$ cat src/rtl/program_loader_pkg.sv
// Shared definitions for the serial program loader: FSM encoding and stream framing constants.
package program_loader_pkg;

    typedef enum logic [2:0] {
        HDR_HI  = 3'd0,
        HDR_LO  = 3'd1,
        PAYLOAD = 3'd2,
        CHECK   = 3'd3,
        RUN     = 3'd4,
        ERROR   = 3'd5
    } loader_state_t;

    localparam int HDR_BYTES  = 2;
    localparam int WORD_BYTES = 4;
    localparam int CNT_W      = $clog2(WORD_BYTES);

endpackage

$ cat src/rtl/loader_word_packer.sv
// Packs a big-endian byte stream into 32-bit words and emits a one-cycle word-ready pulse.
module loader_word_packer
    import program_loader_pkg::*;
(
    input  logic        clk_i,
    input  logic        rst_i,
    input  logic        byte_en_i,
    input  logic [7:0]  byte_data_i,
    output logic        word_done_o,
    output logic        word_valid_o,
    output logic [31:0] word_data_o
);

    logic [CNT_W-1:0] cnt_q;
    logic [23:0]      assembly_q;

    // Combinational so the parent can update its address in the same cycle the last byte lands.
    assign word_done_o = byte_en_i && (cnt_q == CNT_W'(WORD_BYTES - 1));

    always_ff @(posedge clk_i or negedge rst_i) begin
        if (!rst_i) begin
            cnt_q        <= '0;
            assembly_q   <= '0;
            word_valid_o <= 1'b0;
            word_data_o  <= '0;
        end else begin
            word_valid_o <= 1'b0;
            if (byte_en_i) begin
                assembly_q <= {assembly_q[15:0], byte_data_i};
                if (word_done_o) begin
                    cnt_q        <= '0;
                    word_valid_o <= 1'b1;
                    word_data_o  <= {assembly_q, byte_data_i};
                end else begin
                    cnt_q <= cnt_q + 1'b1;
                end
            end
        end
    end

endmodule

$ cat src/rtl/program_loader.sv
// Boot loader: parses a length-prefixed, checksummed byte stream into instruction memory, then releases the CPU.
module program_loader
    import program_loader_pkg::*;
#(
    parameter int          MAX_WORDS = 256,
    parameter logic [31:0] BASE_ADDR = 32'h0
) (
    input  logic          clk_i,
    input  logic          rst_i,
    input  logic          byte_valid_i,
    input  logic [7:0]    byte_data_i,
    output logic          byte_ready_o,
    output logic          imem_we_o,
    output logic [31:0]   imem_addr_o,
    output logic [31:0]   imem_data_o,
    output logic          cpu_start_o,
    output logic          done_o,
    output logic          err_o,
    output loader_state_t dbg_state_o
);

    // Handshake: a byte moves on a rising edge where byte_valid_i && byte_ready_o; ready is registered
    // and depends only on state, and valid low leaves every register untouched.
    loader_state_t state_q;
    logic [7:0]    len_hi_q;
    logic [15:0]   num_words_q;
    logic [31:0]   word_idx_q;
    logic [7:0]    csum_q;
    logic          xfer;
    logic          word_done;
    logic [31:0]   hdr_len;

    assign xfer        = byte_valid_i && byte_ready_o;
    assign hdr_len     = {16'h0, len_hi_q, byte_data_i};
    assign dbg_state_o = state_q;

    loader_word_packer u_packer (
        .clk_i        (clk_i),
        .rst_i        (rst_i),
        .byte_en_i    (xfer && (state_q == PAYLOAD)),
        .byte_data_i  (byte_data_i),
        .word_done_o  (word_done),
        .word_valid_o (imem_we_o),
        .word_data_o  (imem_data_o)
    );

    always_ff @(posedge clk_i or negedge rst_i) begin
        if (!rst_i) begin
            state_q      <= HDR_HI;
            len_hi_q     <= '0;
            num_words_q  <= '0;
            word_idx_q   <= '0;
            csum_q       <= '0;
            imem_addr_o  <= '0;
            byte_ready_o <= 1'b1;
            cpu_start_o  <= 1'b0;
            done_o       <= 1'b0;
            err_o        <= 1'b0;
        end else if (xfer) begin
            case (state_q)
                HDR_HI: begin
                    len_hi_q <= byte_data_i;
                    state_q  <= HDR_LO;
                end
                HDR_LO: begin
                    num_words_q <= hdr_len[15:0];
                    if (hdr_len == 32'd0) begin
                        state_q <= CHECK;
                    end else if (hdr_len > 32'(MAX_WORDS)) begin
                        state_q      <= ERROR;
                        byte_ready_o <= 1'b0;
                        err_o        <= 1'b1;
                    end else begin
                        state_q <= PAYLOAD;
                    end
                end
                PAYLOAD: begin
                    csum_q <= csum_q ^ byte_data_i;
                    if (word_done) begin
                        imem_addr_o <= BASE_ADDR + (word_idx_q << 2);
                        word_idx_q  <= word_idx_q + 32'd1;
                        if (word_idx_q == {16'h0, num_words_q} - 32'd1) begin
                            state_q <= CHECK;
                        end
                    end
                end
                CHECK: begin
                    byte_ready_o <= 1'b0;
                    if (byte_data_i == csum_q) begin
                        state_q     <= RUN;
                        done_o      <= 1'b1;
                        cpu_start_o <= 1'b1;
                    end else begin
                        state_q <= ERROR;
                        err_o   <= 1'b1;
                    end
                end
                default: begin
                    state_q <= state_q;
                end
            endcase
        end
    end

endmodule

$ cat config.mk
export PLATFORM = sky130hd
export DESIGN_NAME = program_loader
export DESIGN_NICKNAME = d
export VERILOG_FILES = /design/src/rtl/program_loader_pkg.sv /design/src/rtl/loader_word_packer.sv /design/src/rtl/program_loader.sv
export SDC_FILE = /design/constraint.sdc
export NUM_CORES = 1
export LEC_CHECK = 0
export CORE_MARGIN = 1.5
export CORE_UTILIZATION = 60
export CTS_CLUSTER_DIAMETER = 200
export DETAILED_ROUTE_END_ITERATION = 10
export HOLD_SLACK_MARGIN = 0.03
export PLACE_DENSITY = 0.85
export RECOVER_POWER = 100
export SETUP_SLACK_MARGIN = 0.1
export SYNTH_ARGS = -nofsm -noshare
export SYNTH_HDL_FRONTEND = slang
export SYNTH_SLANG_ARGS = --single-unit
$ cat constraint.sdc
create_clock -name clk_i -period 5.37 [get_ports clk_i]
set_input_delay 1.611 -clock clk_i [delete_from_list [all_inputs] [get_ports clk_i]]
set_output_delay 1.611 -clock clk_i [all_outputs]
set_load 0.02 [all_outputs]
==> results of run 1 <==
synth_stat cells, drive strengths merged:
| library cell | number | share of area, % |
|---|---|---|
| ha | 3 | 0.54 |
| clkbuf | 17 | 0.92 |
| and4bb | 1 | 0.18 |
| dfstp | 1 | 0.38 |
| and4b | 1 | 0.14 |
| a32o | 1 | 0.14 |
| or2 | 1 | 0.091 |
| xor2 | 22 | 2.8 |
| nand3 | 22 | 1.6 |
| a31o | 2 | 0.25 |
| and2 | 2 | 0.18 |
| a21o | 3 | 0.33 |
| nor2 | 12 | 0.65 |
| a31oi | 1 | 0.091 |
| nand4b | 2 | 0.25 |
| dfrtp | 158 | 57 |
| o2111ai | 1 | 0.13 |
| o311ai | 1 | 0.13 |
| nor3 | 11 | 0.80 |
| and4 | 7 | 0.89 |
| inv | 6 | 0.33 |
| conb | 1 | 0.054 |
| or3 | 2 | 0.18 |
| nand4 | 13 | 1.4 |
| o22ai | 1 | 0.091 |
| o21ai | 9 | 0.65 |
| nor4b | 2 | 0.34 |
| o21bai | 2 | 0.22 |
| and2b | 1 | 0.11 |
| a21oi | 2 | 0.14 |
| nor4 | 11 | 1.3 |
| buf | 8 | 0.69 |
| or4 | 5 | 0.60 |
| and3b | 1 | 0.13 |
| o31ai | 2 | 0.22 |
| xnor2 | 44 | 5.6 |
| nor2b | 3 | 0.27 |
| nand2 | 98 | 5.3 |
| a211oi | 2 | 0.36 |
| nand3b | 2 | 0.22 |
| and3 | 3 | 0.27 |
| mux2 | 85 | 14 |
worst paths after layout:
kind                                              start                  endpoint  slack (ns)  cells past startpoint
min in group asynchronous                         rst_i     u_packer.word_valid_o        1.92                      1
worst max register to register             byte_ready_o            imem_addr_o[2]        2.46                      4
worst max-delay path                       byte_valid_i            imem_addr_o[2]        1.28                      5
worst min-delay path            u_packer.assembly_q[22]   u_packer.assembly_q[22]        0.48                      2
max in group asynchronous                         rst_i  u_packer.word_data_o[22]        1.99                      2
worst min register to register  u_packer.assembly_q[22]   u_packer.assembly_q[22]        0.48                      2
cell families after synthesis:
group	Yosys count
DFF	159
muxes	85
AOI/OAI and AO/OA	27
other	1
xor gates and xnor gates	66
and+or+nand+nor	200
buffers and inverters	31
adders and majority gates	3
state kept, by name, summed over array words and instances, names as in the netlist, 2 cells and up:
| register | count |
|---|---|
| csum_q | 8 |
| dbg_state_o | 3 |
| imem_addr_o | 30 |
| len_hi_q | 8 |
| num_words_q | 16 |
| u_packer.assembly_q | 24 |
| u_packer.cnt_q | 2 |
| u_packer.word_data_o | 32 |
| word_idx_q | 32 |
metal layers:
metal / global-route usage, % / share of wire [%] / up-vias
met5: 0 / 0 / -
met4: 12.2 / 2.4 / 0
met3: 6.35 / 4.5 / 33
met2: 42.5 / 50 / 137
met1: 33.0 / 43 / 2357
li1: - / - / 2166
where the power goes:
group | switching, W | internal (W) | total, W
clock network | 0.000447 | 0.000795 | 0.00124
registers | 0 | 0.00120 | 0.00120
logic | 0.0000320 | 0.00000862 | 0.0000406
metrics by stage:
step / cell area [sq um] / std cells
3_5_place_dp: 7830 / 775
3_3_place_gp: 7830 / 775
5_1_grt: 8410 / 804
2_1_floorplan: 6920 / 573
4_1_cts: 8430 / 804
6_report: 8410 / 804
cell type report:
class	instances	area, sq um
multi-input cells	383	2810
repair buffers	84	820
clock inverters	6	134
inverters	6	22.5
fillers	732	2910
flip-flops and latches	159	3980
clock buffers	23	468
well taps	143	179
critical path, cell delays in order:
cell and delay (ns):
sky130_fd_sc_hd__dlygate4sd3_1 0.52, sky130_fd_sc_hd__nand2_1 0.17, sky130_fd_sc_hd__and4bb_4 0.72, sky130_fd_sc_hd__clkbuf_2 0.89, sky130_fd_sc_hd__mux2_2 0.43
==> out/summary.md, run 1 <==
Cells with a size suffix above 1 make up 18.3% of the layout. The net count of the finished layout is 665. Setup repair after global routing left no endpoint under its margin.

The run gives 101 as the maximum number of pins on one net before global-route repair. The count of input and output buffers works out to 80. Leakage power of the design: 4.33 nW. The root buffer cell chosen for the clock tree is sky130_fd_sc_hd__clkbuf_16. For this run, design rule violations remaining after detail routing come to 0. Setup slack at placement: 1.26 ns. The worst setup path is captured at a flip-flop.

The clock-pin slew on the worst setup and hold paths was 0.06 ns; the transition time at the pin with the least slew margin was 2.39 ns. The final estimated routing congestion in global placement was 0.874; the width of the die was 110 um. The portion of synthesized area spent on multiplexers is 13.8%.

The post-synthesis area per instance is 12.1 sq um. The path class of the tightest hold or removal check is reg2reg. The synthesized netlist devotes 2.75% of its cell area to compound gates.

The final critical path takes up 76.1% of the cycle. Relative to the synthesized area, the layout overhead comes to 21.7%. For this run, the top clock speed supported by timing is 245 MHz. Along the worst path, the maximum fanout reaches 40. The top cell types in the final layout, fill and taps aside, are sky130_fd_sc_hd__dfrtp_1 (158), sky130_fd_sc_hd__nand2_1 (98), sky130_fd_sc_hd__mux2_2 (84).

The core region is 11300 sq um. The max-slew violation count was 111. The row count came out at 39. The final reports fail on max-capacitance violations, max-slew violations. The data required time at the worst endpoint was 5.67 ns; the number of antenna violations at the first check in global routing was 0.

The final layout contains routed wiring with a total length of 14300 um. The worst setup path is launched from an input pin. The tools report the final core utilization as 74.3%. The total routing resource utilization after global routing was 26.1%; the worst clock skew was 0.00987 ns.

Counting flops and latches in the post-synthesis netlist gives 159. Power comes to 0.00248 W. The HPWL after detailed placement was 9420 um. For the worst hold slack, the log shows 0.478 ns.

For the proportion of synthesized chip area in sequential cells, the log shows 57.6%. Summing the areas of all and, or, nand and nor instances in the mapped netlist gives 14.9% of the synthesized area. The clock passes through at most 2 buffers.

Across the run, the number of max-cap violations was 2. The logs give 0 for the hold violation count in the final report and 12200 sq um for the area of the die. TritonCTS built the clock tree.

The library cell used most frequently in the layout, excluding fill and tap cells, is sky130_fd_sc_hd__dfrtp_1. In the final routed layout, each cell accounts on average for 17.8 um. The tools report the final setup violation count as 0.

For the final routed database, the setup TNS stands at 0 ns. TritonCTS created 17 clock buffers. The depth of the CTS H-tree is 4, and the peak ir drop on the vdd network is 0.224 mV.

In this run the count of I/O pins placed on the die edge is 83. Count of synthesis-stage warnings from yosys: 0. The number of detailed-routing iterations run before antenna repair came out at 4.

For the synthesized instance count, the log shows 572. After synthesis, the largest family of logic cells by area is simple AND/OR/NAND/NOR gates. The vertical die dimension is 110 um, and the TritonCTS sink count is 159. For the violation count after the first detailed-routing iteration, the log shows 182. The post-synthesis share of cell area spent on full adders, half adders and majority gates works out to 0.543%. The initial cell density of the core is 61.1%, and the number of cells upsized or downsized after cts is 0.

The mapped netlist covers 6910 sq um. Dividing the detail-routed via count by the number of cells gives 5.84. The logs give 23700 um for the global-route wire length before repair and 0 for the number of post-CTS setup repair buffers. The run finished, with violations left. After layout, the minimum clock period comes to 4.09 ns. Diode insertion count for antenna repair: 0. Buffers inserted to repair hold after CTS numbered 0.

Across all setup checks in the final design, the least slack found is 1.28 ns. The number of distinct library cell variants in the gate-level netlist after synthesis came out at 49. The type of the worst setup path is in2reg. The xor/xnor cell area share of the yosys netlist came out at 8.36%. The tools report the via count of the first global-routing pass as 4742. The via count is 4693, and the ratio of total power to cell area is 295 nW/um^2.

The remaining antenna violation count after routing is 0. The worst pin sits at a relative slew slack of -59.6%. The clock latency reported for the late side of the worst-skew pair is 0.43 ns. The total grt overflow is 0, and the critical path data arrival time is 4.39 ns.
No activity file was read; power rests on OpenSTA's default activity.
==> inputs of run 2 (changes only) <==
CORE_UTILIZATION = 56   (was 60)
PLACE_DENSITY = 0.8   (was 0.85)
clock period = 4.15 ns   (was 5.37 ns; I/O delays follow)
==> run 2 against run 1 <==
  * The run still ends with max-capacitance violations, max-slew violations left
  * Count of clock-buffer cells in the layout down 3
  * Sequential power grew 29%
  * Utilization shrank 3.6 points
  * Sequential share of layout area fell by 0.47 points
  * Highest routed layer unchanged
  * Register-to-register slack worse by 0.88 ns
  * Global-route usage is 2.1 points lower
  * Via count is 1.6% lower
  * Total power rose by 34%
==> out/summary.md, run 2 (synthesis results as in run 1) <==
The worst setup path is captured at a flip-flop. Via count of the first global-routing pass: 4832. The tools report the top-level port count as 83. The clock latency reported for the late side of the worst-skew pair is 0.43 ns. Power spread over the standard cell area amounts to 392 nW/um^2. The final route contains 4620 vias.

Routed via count divided by cell count: 5.66. In this run the critical register-to-register path is launched from byte_ready_o. The run finished, with violations left. The max-slew headroom at the worst pin is -19.0%. Counting I/O delays and the setup requirement, the final critical path takes 3.38 ns. The worst hold slack is 0.475 ns. Along the worst path, the maximum fanout reaches 17.

The worst clock skew is 0.00667 ns. The first global-routing pass estimated 23900 um of wire. The cell-internal power came out at 0.00269 W. For the post-detailed-route DRC marker count, the log shows 0. STA classifies the critical path startpoint as an input pin. The wire length after detailed routing was 14200 um; the portion of the clock cycle consumed by the worst path in the final layout was 81.6%. The run gives 4 as the number of detailed-routing iterations run before antenna repair. Global routing used 24.0% of the available tracks across all layers. Setup repair after global routing left no endpoint under its margin. The run gives 0 as the hold violation count in the final report. The final reports fail on max-capacitance violations, max-slew violations. The run gives 1.58 ns as the register-to-register setup slack. Net switching is 19.4% of the power.

Post-detailed-route wirelength per cell: 17.4 um. Setup total negative slack on the finished layout was measured at 0 ns. Leaving out fill and tap cells, the most frequent cell in the layout is sky130_fd_sc_hd__dfrtp_1. The tools report the critical register-to-register path endpoint as csum_q[3].

The final layout contains 672 nets. In this run, placement finished with an instance count of 786. The die covers 13000 sq um. Counting along the longest clock path gives a buffer depth of 2. The tree built by TritonCTS fans out to 159 sinks.

The number of antenna violations at the first check in global routing is 0. The number of post-CTS setup repair buffers was 0. The logs give 57.5% for the initial cell density of the core and 17 for the clock buffer count from CTS. The critical path data arrival time was 3.69 ns.

The die is 114 um wide. In this run the static leakage power is 4.39 nW. For the switching power, the log shows 0.000646 W. The library cells used most frequently in the layout, excluding fill and tap cells, are sky130_fd_sc_hd__dfrtp_1 (158), sky130_fd_sc_hd__nand2_1 (98), sky130_fd_sc_hd__mux2_2 (82).

Summing all multi-input logic gate instances after layout gives 2800 sq um. The startpoint identified for the worst hold timing path is u_packer.assembly_q[22]. The final estimated routing congestion in global placement is 0.871, and the transition time at the pin with the least slew margin is 1.78 ns. Count of cells along the worst register-to-register path: 4.

The core region area came out at 12000 sq um. The final setup violation count was 0. TritonCTS built the clock tree. Cells with a size suffix above 1 make up 19.0% of the layout.

The tools report the part of the total power dissipated in the clock network as 51.8%. Buffers inserted to repair hold after CTS numbered 0. The area added between synthesis and finish is 22.9%, and the peak ir drop on the vdd network is 0.327 mV. The worst setup path is of the in2reg kind. The root buffer cell chosen for the clock tree is sky130_fd_sc_hd__clkbuf_16. The tightest min-delay check is of the reg2reg type. The remaining antenna violation count after routing was 0. Summing all flip-flop and latch instances after layout gives 3980 sq um.

The detailed router finished its first iteration with 255 violations. Counting the fill cells in the layout gives 860. Along the worst hold path, the cell count comes to 2.

The combinational power share was 1.6%. The depth of the CTS H-tree is 4. The die is 114 um tall. The total overflow left after global routing is 0. The max-slew violation count was 101. The clock-pin slew on the worst setup and hold paths was 0.06 ns. Maximum number of pins on one net before global-route repair: 73. The count of input and output buffers is 80. The worst hold path endpoint was u_packer.assembly_q[22].

Static timing analysis puts the maximum clock frequency at 295 MHz. The HPWL after detailed placement was 9580 um. Final core utilization: 70.7%.

The largest registers in the layout are u_packer.word_data_o x32, word_idx_q x32, imem_addr_o x30. In this run the core area contains 40 standard-cell rows. For the number of cells upsized or downsized after cts, the log shows 0. The tool flagged a number of max-cap violations equal to 3.

The count of cells in the finished layout, fillers not included, comes to 816. Data on the critical path is required at its endpoint by 4.46 ns. For the diode insertion count for antenna repair, the log shows 0. The share of total power dissipated in sequential elements is 46.5%.
-- run 2: power by group through the flow --
| stage | sequential, W | clock [W] | combinational [W] |
|---|---|---|---|
| global placement | 0.00158 | 0 | 0.0000571 |
| detailed placement | 0.00158 | 0 | 0.0000589 |
| floorplan | 0.00158 | 0 | 0.00000674 |
| global route | 0.00155 | 0.00181 | 0.0000632 |
| finish | 0.00155 | 0.00173 | 0.0000544 |
| CTS | 0.00155 | 0.00174 | 0.0000592 |
-- run 2: metal layers --
metal / track usage, % / wire length (um) / vias up / part of all wire [%]
li1: - / - / 2152 / -
met1: 30.9 / 6250 / 2304 / 44
met2: 37.9 / 6810 / 124 / 48
met3: 5.24 / 576 / 40 / 4.1
met4: 14.0 / 523 / 0 / 3.7
met5: 0 / 0 / - / 0
-- run 2: worst max-delay path, stage by stage --
cell and delay (ns):
sky130_fd_sc_hd__dlygate4sd3_1 0.56, sky130_fd_sc_hd__nand2_1 0.15, sky130_fd_sc_hd__nor4b_2 1.26, sky130_fd_sc_hd__nand2_1 0.26, sky130_fd_sc_hd__xnor2_1 0.21
-- run 2: area by class of cell --
class / instances / share of cell area [%]
Sequential cell: 159 / 46.9
Multi-Input combinational cell: 383 / 32.9
Timing Repair Buffer: 91 / 10.2
Clock buffer: 20 / 5.14
Clock inverter: 10 / 2.49
Tap cell: 147 / 2.17
Inverter: 6 / 0.265
-- run 2: worst max-delay path by stage --
stage | from | to | slack, ns | cells after the start
after global routing | byte_valid_i | csum_q[7] | 0.57 | 5
after floorplan | byte_valid_i | u_packer.word_data_o[0] | 1.41 | 5
after detailed placement | byte_valid_i | word_idx_q[23] | 0.75 | 7
after global placement | byte_valid_i | word_idx_q[14] | 0.82 | 7
after CTS | byte_valid_i | word_idx_q[31] | 1.15 | 7
final | byte_valid_i | csum_q[3] | 0.77 | 5
-- run 2: per-stage QoR --
step	area (sq um)	worst slack [ns]	power, W
after floorplan	6920	1.41	0.00159
after global placement	7890	0.819	0.00164
after detailed placement	7890	0.750	0.00164
after CTS	8530	1.15	0.00335
after global routing	8490	0.568	0.00342
final	8490	0.766	0.00333
